`src/rtl/sd_spi_pkg.sv`:
```
// Shared types and constants for the SPI-mode SD initiator.
package sd_spi_pkg;

    typedef enum logic [1:0] {B_IDLE, B_LOW, B_HIGH, B_DONE} byte_state_t;
    typedef enum logic [1:0] {C_IDLE, C_SEND, C_POLL, C_FINISH} cmd_state_t;

    localparam logic [1:0] CMD_START_BITS = 2'b01;
    localparam logic [7:0] CRC_CMD0       = 8'h95;
    localparam logic [7:0] CRC_CMD8       = 8'h87;
    localparam logic [7:0] CRC_DEFAULT    = 8'h01;
    localparam logic [7:0] POLL_BYTE      = 8'hFF;

    // Only CMD0 and CMD8 are CRC-checked in SPI mode; anything else just needs the end bit.
    function automatic logic [7:0] cmd_crc(input logic [5:0] idx);
        case (idx)
            6'd0:    return CRC_CMD0;
            6'd8:    return CRC_CMD8;
            default: return CRC_DEFAULT;
        endcase
    endfunction

endpackage

```
`src/rtl/sd_spi_initiator_byte.sv`:
```
// SPI mode 0 byte engine: SCK divider, MSB-first shifter and bit counter.
module sd_spi_byte
    import sd_spi_pkg::*;
#(
    parameter int DIV_SLOW = 64,
    parameter int DIV_FAST = 2
) (
    input  logic       clk_sys,
    input  logic       reset,
    input  logic       start,
    input  logic       fast_sel,
    input  logic [7:0] tx,
    input  logic       miso,
    output logic [7:0] rx,
    output logic       done,
    output logic       active,
    output logic       sck,
    output logic       mosi
);

    localparam int DIV_MAX = (DIV_SLOW > DIV_FAST) ? DIV_SLOW : DIV_FAST;
    localparam int CNT_W   = (DIV_MAX > 1) ? $clog2(DIV_MAX) : 1;

    byte_state_t      state;
    logic [CNT_W-1:0] div_cnt;
    logic [CNT_W-1:0] div_last;  // half-period minus one, latched per byte
    logic [2:0]       bit_cnt;
    logic [7:0]       shift;     // tx bits leave at the top, miso bits enter at the bottom

    assign active = (state != B_IDLE);

    // Byte sequencing: each LOW and HIGH phase lasts div_last+1 cycles, DONE lasts one.
    always_ff @(posedge clk_sys or posedge reset) begin
        if (reset) begin
            state    <= B_IDLE;
            div_cnt  <= '0;
            div_last <= '0;
            bit_cnt  <= '0;
            shift    <= '0;
            rx       <= 8'hFF;
            done     <= 1'b0;
            sck      <= 1'b0;
            mosi     <= 1'b1;
        end else begin
            done <= 1'b0;
            case (state)
                B_IDLE: begin
                    if (start) begin
                        div_last <= fast_sel ? CNT_W'(DIV_FAST - 1) : CNT_W'(DIV_SLOW - 1);
                        div_cnt  <= '0;
                        bit_cnt  <= '0;
                        shift    <= tx;
                        mosi     <= tx[7];
                        state    <= B_LOW;
                    end
                end
                B_LOW: begin
                    if (div_cnt == div_last) begin
                        div_cnt <= '0;
                        sck     <= 1'b1;
                        shift   <= {shift[6:0], miso};
                        state   <= B_HIGH;
                    end else begin
                        div_cnt <= div_cnt + CNT_W'(1);
                    end
                end
                B_HIGH: begin
                    if (div_cnt == div_last) begin
                        div_cnt <= '0;
                        sck     <= 1'b0;
                        if (bit_cnt == 3'd7) begin
                            mosi  <= 1'b1;
                            rx    <= shift;
                            done  <= 1'b1;
                            state <= B_DONE;
                        end else begin
                            mosi    <= shift[7];
                            bit_cnt <= bit_cnt + 3'd1;
                            state   <= B_LOW;
                        end
                    end else begin
                        div_cnt <= div_cnt + CNT_W'(1);
                    end
                end
                default: state <= B_IDLE;
            endcase
        end
    end

endmodule

```
`src/rtl/sd_spi_initiator.sv`:
```
// SPI-mode SD host: command sequencer, R1 polling, chip select and start arbitration.
module sd_spi_initiator
    import sd_spi_pkg::*;
#(
    parameter int DIV_SLOW     = 64,
    parameter int DIV_FAST     = 2,
    parameter int RESP_TIMEOUT = 8
) (
    input  logic        clk_sys,
    input  logic        reset,
    input  logic        fast_sel,
    input  logic        cs_en,
    input  logic        byte_start,
    input  logic [7:0]  byte_tx,
    output logic [7:0]  byte_rx,
    output logic        byte_done,
    input  logic        cmd_start,
    input  logic [5:0]  cmd_index,
    input  logic [31:0] cmd_arg,
    output logic        cmd_done,
    output logic [7:0]  cmd_r1,
    output logic        cmd_timeout,
    output logic        busy,
    output logic        sck,
    output logic        mosi,
    input  logic        miso,
    output logic        ss
);

    localparam int PW = $clog2(RESP_TIMEOUT + 1);

    cmd_state_t     cmd_state;
    logic [5:0]     idx_q;
    logic [31:0]    arg_q;
    logic [2:0]     send_cnt;
    logic [PW-1:0]  poll_cnt;
    logic           eng_go;
    logic [7:0]     seq_tx;
    logic           eng_active;
    logic           cmd_acc;
    logic           byte_acc;
    logic           eng_start;
    logic [7:0]     eng_tx;

    function automatic logic [7:0] cmd_byte(input logic [5:0] idx, input logic [31:0] arg,
                                            input logic [2:0] n);
        case (n)
            3'd0:    return {CMD_START_BITS, idx};
            3'd1:    return arg[31:24];
            3'd2:    return arg[23:16];
            3'd3:    return arg[15:8];
            3'd4:    return arg[7:0];
            default: return cmd_crc(idx);
        endcase
    endfunction

    // A command and a raw byte never overlap, so a single busy gates both starts.
    assign busy      = eng_active | (cmd_state != C_IDLE);
    assign cmd_acc   = cmd_start & ~busy;
    assign byte_acc  = byte_start & ~busy & ~cmd_start;
    assign eng_start = byte_acc | eng_go;
    assign eng_tx    = eng_go ? seq_tx : byte_tx;

    sd_spi_byte #(.DIV_SLOW(DIV_SLOW), .DIV_FAST(DIV_FAST)) u_byte (
        .clk_sys  (clk_sys),
        .reset    (reset),
        .start    (eng_start),
        .fast_sel (fast_sel),
        .tx       (eng_tx),
        .miso     (miso),
        .rx       (byte_rx),
        .done     (byte_done),
        .active   (eng_active),
        .sck      (sck),
        .mosi     (mosi)
    );

    // Chip select follows cs_en one cycle late, independent of any transfer.
    always_ff @(posedge clk_sys or posedge reset) begin
        if (reset) ss <= 1'b1;
        else       ss <= ~cs_en;
    end

    // Command sequencer: six command bytes, then 0xFF polls until an R1 or the timeout.
    always_ff @(posedge clk_sys or posedge reset) begin
        if (reset) begin
            cmd_state   <= C_IDLE;
            idx_q       <= '0;
            arg_q       <= '0;
            send_cnt    <= '0;
            poll_cnt    <= '0;
            eng_go      <= 1'b0;
            seq_tx      <= POLL_BYTE;
            cmd_r1      <= 8'hFF;
            cmd_timeout <= 1'b0;
            cmd_done    <= 1'b0;
        end else begin
            eng_go   <= 1'b0;
            cmd_done <= 1'b0;
            case (cmd_state)
                C_IDLE: begin
                    if (cmd_acc) begin
                        idx_q       <= cmd_index;
                        arg_q       <= cmd_arg;
                        send_cnt    <= '0;
                        poll_cnt    <= '0;
                        cmd_r1      <= 8'hFF;
                        cmd_timeout <= 1'b0;
                        seq_tx      <= {CMD_START_BITS, cmd_index};
                        eng_go      <= 1'b1;
                        cmd_state   <= C_SEND;
                    end
                end
                C_SEND: begin
                    if (byte_done) begin
                        eng_go <= 1'b1;
                        if (send_cnt == 3'd5) begin
                            seq_tx    <= POLL_BYTE;
                            cmd_state <= C_POLL;
                        end else begin
                            seq_tx   <= cmd_byte(idx_q, arg_q, send_cnt + 3'd1);
                            send_cnt <= send_cnt + 3'd1;
                        end
                    end
                end
                C_POLL: begin
                    if (byte_done) begin
                        if (!byte_rx[7]) begin
                            cmd_r1    <= byte_rx;
                            cmd_done  <= 1'b1;
                            cmd_state <= C_FINISH;
                        end else if (poll_cnt == PW'(RESP_TIMEOUT - 1)) begin
                            cmd_r1      <= 8'hFF;
                            cmd_timeout <= 1'b1;
                            cmd_done    <= 1'b1;
                            cmd_state   <= C_FINISH;
                        end else begin
                            poll_cnt <= poll_cnt + PW'(1);
                            eng_go   <= 1'b1;
                        end
                    end
                end
                default: cmd_state <= C_IDLE;
            endcase
        end
    end

endmodule
```
`config.mk`:
```
export PLATFORM = sky130hd
export DESIGN_NAME = sd_spi_initiator
export DESIGN_NICKNAME = d
export VERILOG_FILES = /design/src/rtl/sd_spi_pkg.sv /design/src/rtl/sd_spi_initiator_byte.sv /design/src/rtl/sd_spi_initiator.sv
export SDC_FILE = /design/constraint.sdc
export NUM_CORES = 1
export LEC_CHECK = 0
export ABC_AREA = 1
export CORE_ASPECT_RATIO = 1.75
export CORE_MARGIN = 4
export CORE_UTILIZATION = 50
export DETAILED_ROUTE_END_ITERATION = 8
export GPL_TIMING_DRIVEN = 0
export PLACE_DENSITY_LB_ADDON = 0.05
export SLEW_MARGIN = 20
export SYNTH_ARGS = -nofsm -noshare
export SYNTH_HDL_FRONTEND = slang
export SYNTH_HIERARCHICAL = 1
export SYNTH_SLANG_ARGS = --single-unit
```
`constraint.sdc`:
```
create_clock -name clk_sys -period 4.2 [get_ports clk_sys]
set_clock_uncertainty 0.15 [all_clocks]
set_input_delay 0.63 -clock clk_sys [delete_from_list [all_inputs] [get_ports clk_sys]]
set_output_delay 0.63 -clock clk_sys [all_outputs]
set_load 0.01 [all_outputs]
```
Yosys cells after proc, flatten, opt, wreduce, memory -nomap -nowiden
Cells that the tools add are included.
{ "word_totals": {"output_inout_bits": 23, "reg_bits": 103, "word_cells": 155, "inputBits": 53} }
{ "op_classes": {"mux": 69, "n_reduce_logical": 28, "eq_ne": 26, "addsub": 4, "bitwise_logic": 8} }
{ "op_table": {"columns": ["operator", "count"], "rows": [
  ["$mux 8", 10],
  ["$pmux 8 s2", 4],
  ["$pmux 8 s5", 1],
  ["$mux 1", 21],
  ["$mux 2", 10],
  ["$mux 3", 6],
  ["$mux 6", 3],
  ["$reduce_and 3->1", 6],
  ["$mux 4", 4],
  ["$reduce_bool 2->1", 8],
  ["$reduce_and 5->1", 3],
  ["$ne 2x2->1 const B", 7],
  ["$pmux 2 s3", 2],
  ["$pmux 3 s2", 2],
  ["$pmux 6 s2", 1],
  ["$reduce_and 4->1", 3],
  ["$ne 2x1->1 const B", 5],
  ["$eq 3x3->1 const B", 3],
  ["$pmux 4 s2", 1],
  ["$add 3x1->3 const B", 2],
  ["$add 6x1->6 const B", 1],
  ["$eq 3x2->1 const B", 2],
  ["$eq 6x4->1 const B", 1],
  ["$eq 6x6->1", 1],
  ["other kinds (16)", 28]
]} }

Logic depth before layout (Yosys ltp)
{ "logic_depth": {"depth_word": 8, "mapped_depth": 13, "mapped_depth_nobuf": 13} }

Cells and area by module
Netlist, hierarchy kept.
{ "modules_own_cells": {"columns": ["mod", "area_each_um2", "seq_area_each_um2", "instances", "cells_per_inst"], "rows": [
  ["sd_spi_initiator", 3457.1, 1697.9, 1, 456],
  ["sd_spi_byte", 1690.4, 812.0, 1, 194]
]} }

Worst setup path after synthesis
Ideal clock, no wire load.
{ "synth_timing": {"path_kind": "flip-flop to flip-flop", "startpoint": "register u_byte.state[0]", "endpoint": "register u_byte.div_cnt[3]", "arrival_time_ns": 1.846, "synth_period_minus_slack_ns": 2.113, "n_path_buf": 0, "required_time_ns": 3.933, "slack_ns": 2.087, "setup_ns": 0.117, "path_stages_with_launch": 14, "path_cell_list": "dfrtp_1 inv_1 ha_1 inv_1 inv_1 nand3_1 o21ai_0 nor2_1 nor2_1 inv_1 nor3_1 nand2_1 nand2_1 nor2_1"} }
{ "synth_via": {"elab_chain_len": 8, "word_cells_on_any_way": 14, "classes_between": "eq/ne: 3; mux: 1; bitwise: 5; reduce/logical: 5"} }
{ "synth_lines": {"columns": ["element", "line_no", "text"], "rows": [
  ["start: declaration", "sd_spi_initiator_byte.sv:24", "byte_state_t state;"],
  ["start signal: assignment", "sd_spi_initiator_byte.sv:35", "state <= B_IDLE;"],
  ["start signal: assignment", "sd_spi_initiator_byte.sv:54", "state <= B_LOW;"],
  ["start signal: assignment", "sd_spi_initiator_byte.sv:62", "state <= B_HIGH;"],
  ["$reduce_bool 2->1", "sd_spi_initiator_byte.sv:30", "assign active = (state != B_IDLE);"],
  ["net eng_active", "sd_spi_initiator.sv:39", "logic eng_active;"],
  ["$or 1x1->1", "sd_spi_initiator.sv:58", "assign busy = eng_active | (cmd_state != C_IDLE);"],
  ["$not 1->1", "sd_spi_initiator.sv:60", "assign byte_acc = byte_start & ~busy & ~cmd_start;"],
  ["$and 1x1->1 (2 in a row)", "sd_spi_initiator.sv:60", null],
  ["$or 1x1->1", "sd_spi_initiator.sv:61", "assign eng_start = byte_acc | eng_go;"],
  ["net eng_start", "sd_spi_initiator.sv:42", "logic eng_start;"],
  ["$ne 2x2->1 (no source line)", null, null],
  ["$reduce_and 2->1 (no source line)", null, null],
  ["end signal: assignment", "sd_spi_initiator_byte.sv:64", "div_cnt <= div_cnt + CNT_W'(1);"],
  ["end signal: assignment", "sd_spi_initiator_byte.sv:82", "div_cnt <= div_cnt + CNT_W'(1);"],
  ["end: declaration", "sd_spi_initiator_byte.sv:25", "logic [CNT_W-1:0] div_cnt;"]
]} }
The timed path passes the listed nets, and every way through them passes these cells.
A chain may end at the register's enable or synchronous reset.

Worst setup path after layout
{ "layout_timing": {"startpoint": "register u_byte.state[0]", "endpoint": "output busy"} }
{ "layout_via": {"elab_chain_len": 2} }
{ "layout_lines": {"columns": ["element", "line_no", "text"], "rows": [
  ["$reduce_bool 2->1", "sd_spi_initiator_byte.sv:30", null],
  ["net eng_active", "sd_spi_initiator.sv:39", null],
  ["$or 1x1->1", "sd_spi_initiator.sv:58", null],
  ["end: declaration", "sd_spi_initiator.sv:23", "output logic busy,"]
]} }
The timed path passes the listed nets, and every way through them passes these cells.

==> key figures <==
Outcome
  • Status: completed

CTS
  • CTS H-Tree Depth: 3
  • CTS tree: yes
  • Maximum clock path buffer count: 2
  • Root buffer cell: clkbuf_16
  • CTS clk-pin slew, worst paths: around 0.070 ns
  • Num CTS Buffers: 9
  • Clk_lat worst skew: 0.35 ns
  • Sink Count: 99
  • Cts hold-fix bufs: 0
  • Setup Buffers After CTS: 0
  • # resized after CTS: 0

Synth
  • Syn avg cell area: around 7.9 um2
  • Synth Cell Area: around 5000 um2
  • Number of synthesized flops with an enable pin: 0
  • Syn_nets: 720
  • Post-synthesis cell count: between 600 and 700
  • Yosys top cell area share: 35.5%
  • Ys Warns: 6
  • Seq cells post-synth: 99
  • Top-count cell post-synth: nand2_1
  • Commonest cells post-synth: nand2_1 (245), dfrtp_1 (73), inv_1 (61)
  • Share of synthesized registers carrying an async set or reset: between 90% and 100%
  • Largest area contributor in the netlist: dfrtp_1
  • Register area share after synthesis: between 40 and 50%
  • Synth area leaders: dfrtp_1 (35%), nand2_1 (18%), dfstp_2 (13%)
  • Top FF cell, synth: dfrtp_1
  • Synth unique cells: 40

Route
  • Antenna-violating nets left: 0
  • Via count: between 4000 and 5000
  • Drt wl/cell: 14.0 um
  • Initial DRC Count: 174
  • Pre-Repair DR Iteration Count: 4
  • DRC viols: 0
  • Total wire length: ~12 mm
  • Routed vias/inst: about 5.1

Timing
  • Max Fclk: between 300 and 400 MHz
  • Hold_ws: about 0.32 ns
  • Final min period: 2.68 ns
  • Slew Limit Headroom: ~54%
  • Worst setup margin: between 1.5 and 2 ns
  • Least-Margin Pin Slew: ~0.7 ns
  • Sum Neg Setup Slack: 0 ns
  • Fin. max-slew vios: 0
  • Final setup viols: 0
  • RSZ-0062 raised after global routing: no
  • Final Cycle Share: 63.7%
  • Final Hold Fails: 0

GRT
  • Pin count of the biggest net entering global routing: 54
  • GR Overflow Total: 0
  • Global-route wire length before repair: 20.0 mm
  • GR Util All Layers: 20.8%
  • Initial antenna violation count: 0
  • Vias in the first global route: about 4400

Final layout
  • Multi-input logic area: around 2300 um2
  • Share of cells above drive strength 1: between 10% and 20%
  • Synthesis-to-finish area growth: 25.8%
  • Fill cell count: about 900
  • Final non-filler cell total: between 800 and 900
  • N_diodes: 0
  • Register area: around 2500 um2
  • Nets: just over 800
  • Final core utilization: about two thirds

Worst setup path
  • R2r startpoint: u_byte/state[0]
  • Startpoint types: flop
  • Crit path DAT: approximately 1.9 ns
  • Crit path kind: reg2out
  • CP max FO: 4
  • Critical Path Start: u_byte/state[0]
  • Crit end category: output pin
  • WP data required: about 3.4 ns

Floorplan
  • Die Span X: between 80 and 90 um
  • Die Y: about 140 um
  • Starting density of the core: slightly above 50%
  • IO Count: 76
  • Area of the die: about 12000 um2
  • Core area: ~10000 um2
  • Rows: 48

Min path
  • Worst Hold Launch: u_byte/mosi
  • Hold crit path type: reg2reg

Power and ir drop
  • Worst VDD drop: 0.214 mV
  • P_leak: 3.27 nW
  • Power Dens Cells: about 320 nW/um2

Flow run
  • Max-cap violations: 0

Placed design
  • Input/output buffers: 75
  • DP Cell Count: 851
  • Post-DP HPWL: 9.39 mm
  • RD Place Congestion: about 0.89
  • DP Worst Slack: ~1.6 ns
-- power breakdown --
group / leakage (nW) / internal (mW) / switching [mW] / total [mW]
Sequential: 1.21 / 0.955 / 0.0000983 / 0.955
Clock: 0.190 / 0.703 / 0.363 / 1.07
Combinational: 1.88 / 0.0490 / 0.0339 / 0.0829
Total: 3.27 / 1.71 / 0.397 / 2.10
-- final timing paths --
kind                       slack [ns]                end  depth (start not counted)
max in group asynchronous        2.81    u_byte/shift[0]                          2
setup reg to reg                 1.68  u_byte/div_cnt[3]                         13
setup / recovery                 1.52               busy                          6
hold / removal                   0.32        u_byte/mosi                          2
hold reg to reg                  0.32        u_byte/mosi                          2
min in group asynchronous        0.47        cmd_timeout                          2
-- per-layer routing --
layer | share of wire [%] | global-route usage [%] | up-vias
li1 | - | - | 2223
met1 | 39 | 22.8 | 2035
met2 | 53 | 37.7 | 111
met3 | 3.9 | 3.24 | 38
met4 | 4.2 | 11.4 | 0
met5 | 0 | 0 | -
-- logic make-up (layout without fill, tap and decap cells) --
kind of cell               Yosys count  count (layout)  share of synthesized area (%)
and+or+nand+nor                    374             374                           31.0
DFF                                 99              99                           48.8
buffers and inverters               83             175                           6.59
AOI/OAI and AO/OA                   65              65                           7.29
adders and majority gates           17              17                           4.13
muxes                                8               8                           1.56
xor gates and xnor gates             4               4                          0.681
-- placed cells by master (no fill, tap or decap), drive strengths merged, types with 18 or more instances in the layout --
| cell type | count |
|---|---|
| a21oi | 18 |
| clkdlybuf4s50 | 75 |
| dfrtp | 73 |
| dfstp | 26 |
| inv | 64 |
| nand2 | 257 |
| nand3 | 30 |
| nor2 | 62 |
| o21ai | 40 |
-- worst max-delay path: stages, from the launching register on --
cell	delay, ns
dfrtp_1	0.42
inv_1	0.11
ha_1	0.24
inv_1	0.09
inv_1	0.08
nand2_1	0.06
clkdlybuf4s50_1	0.54
-- cell type report --
type	instances	area share (%)
Multi-Input combinational cell	468	35.5
Sequential cell	99	38.8
Tap cell	125	2.42
Clock inverter	7	2.53
Clock buffer	9	3.48
Timing Repair Buffer	76	12.0
Buffer	15	1.20
Inverter	68	4.08
-- registers in the layout, summed over array words and instances (netlist names), 3 cells and up --
name            flops
arg_q              32
cmd_r1              8
seq_tx              8
u_byte/rx           8
u_byte/shift        8
idx_q               6
u_byte/div_cnt      6
poll_cnt            4
send_cnt            3
u_byte/bit_cnt      3
-- through the flow --
step                      power [mW]  cell area, um2
after CTS                       2.12            6470
after global routing            2.17            6470
after global placement          1.05            6050
final                           2.10            6470
after floorplan                0.994            5150
after detailed placement        1.06            6080
(Power assumes the default switching activity.)
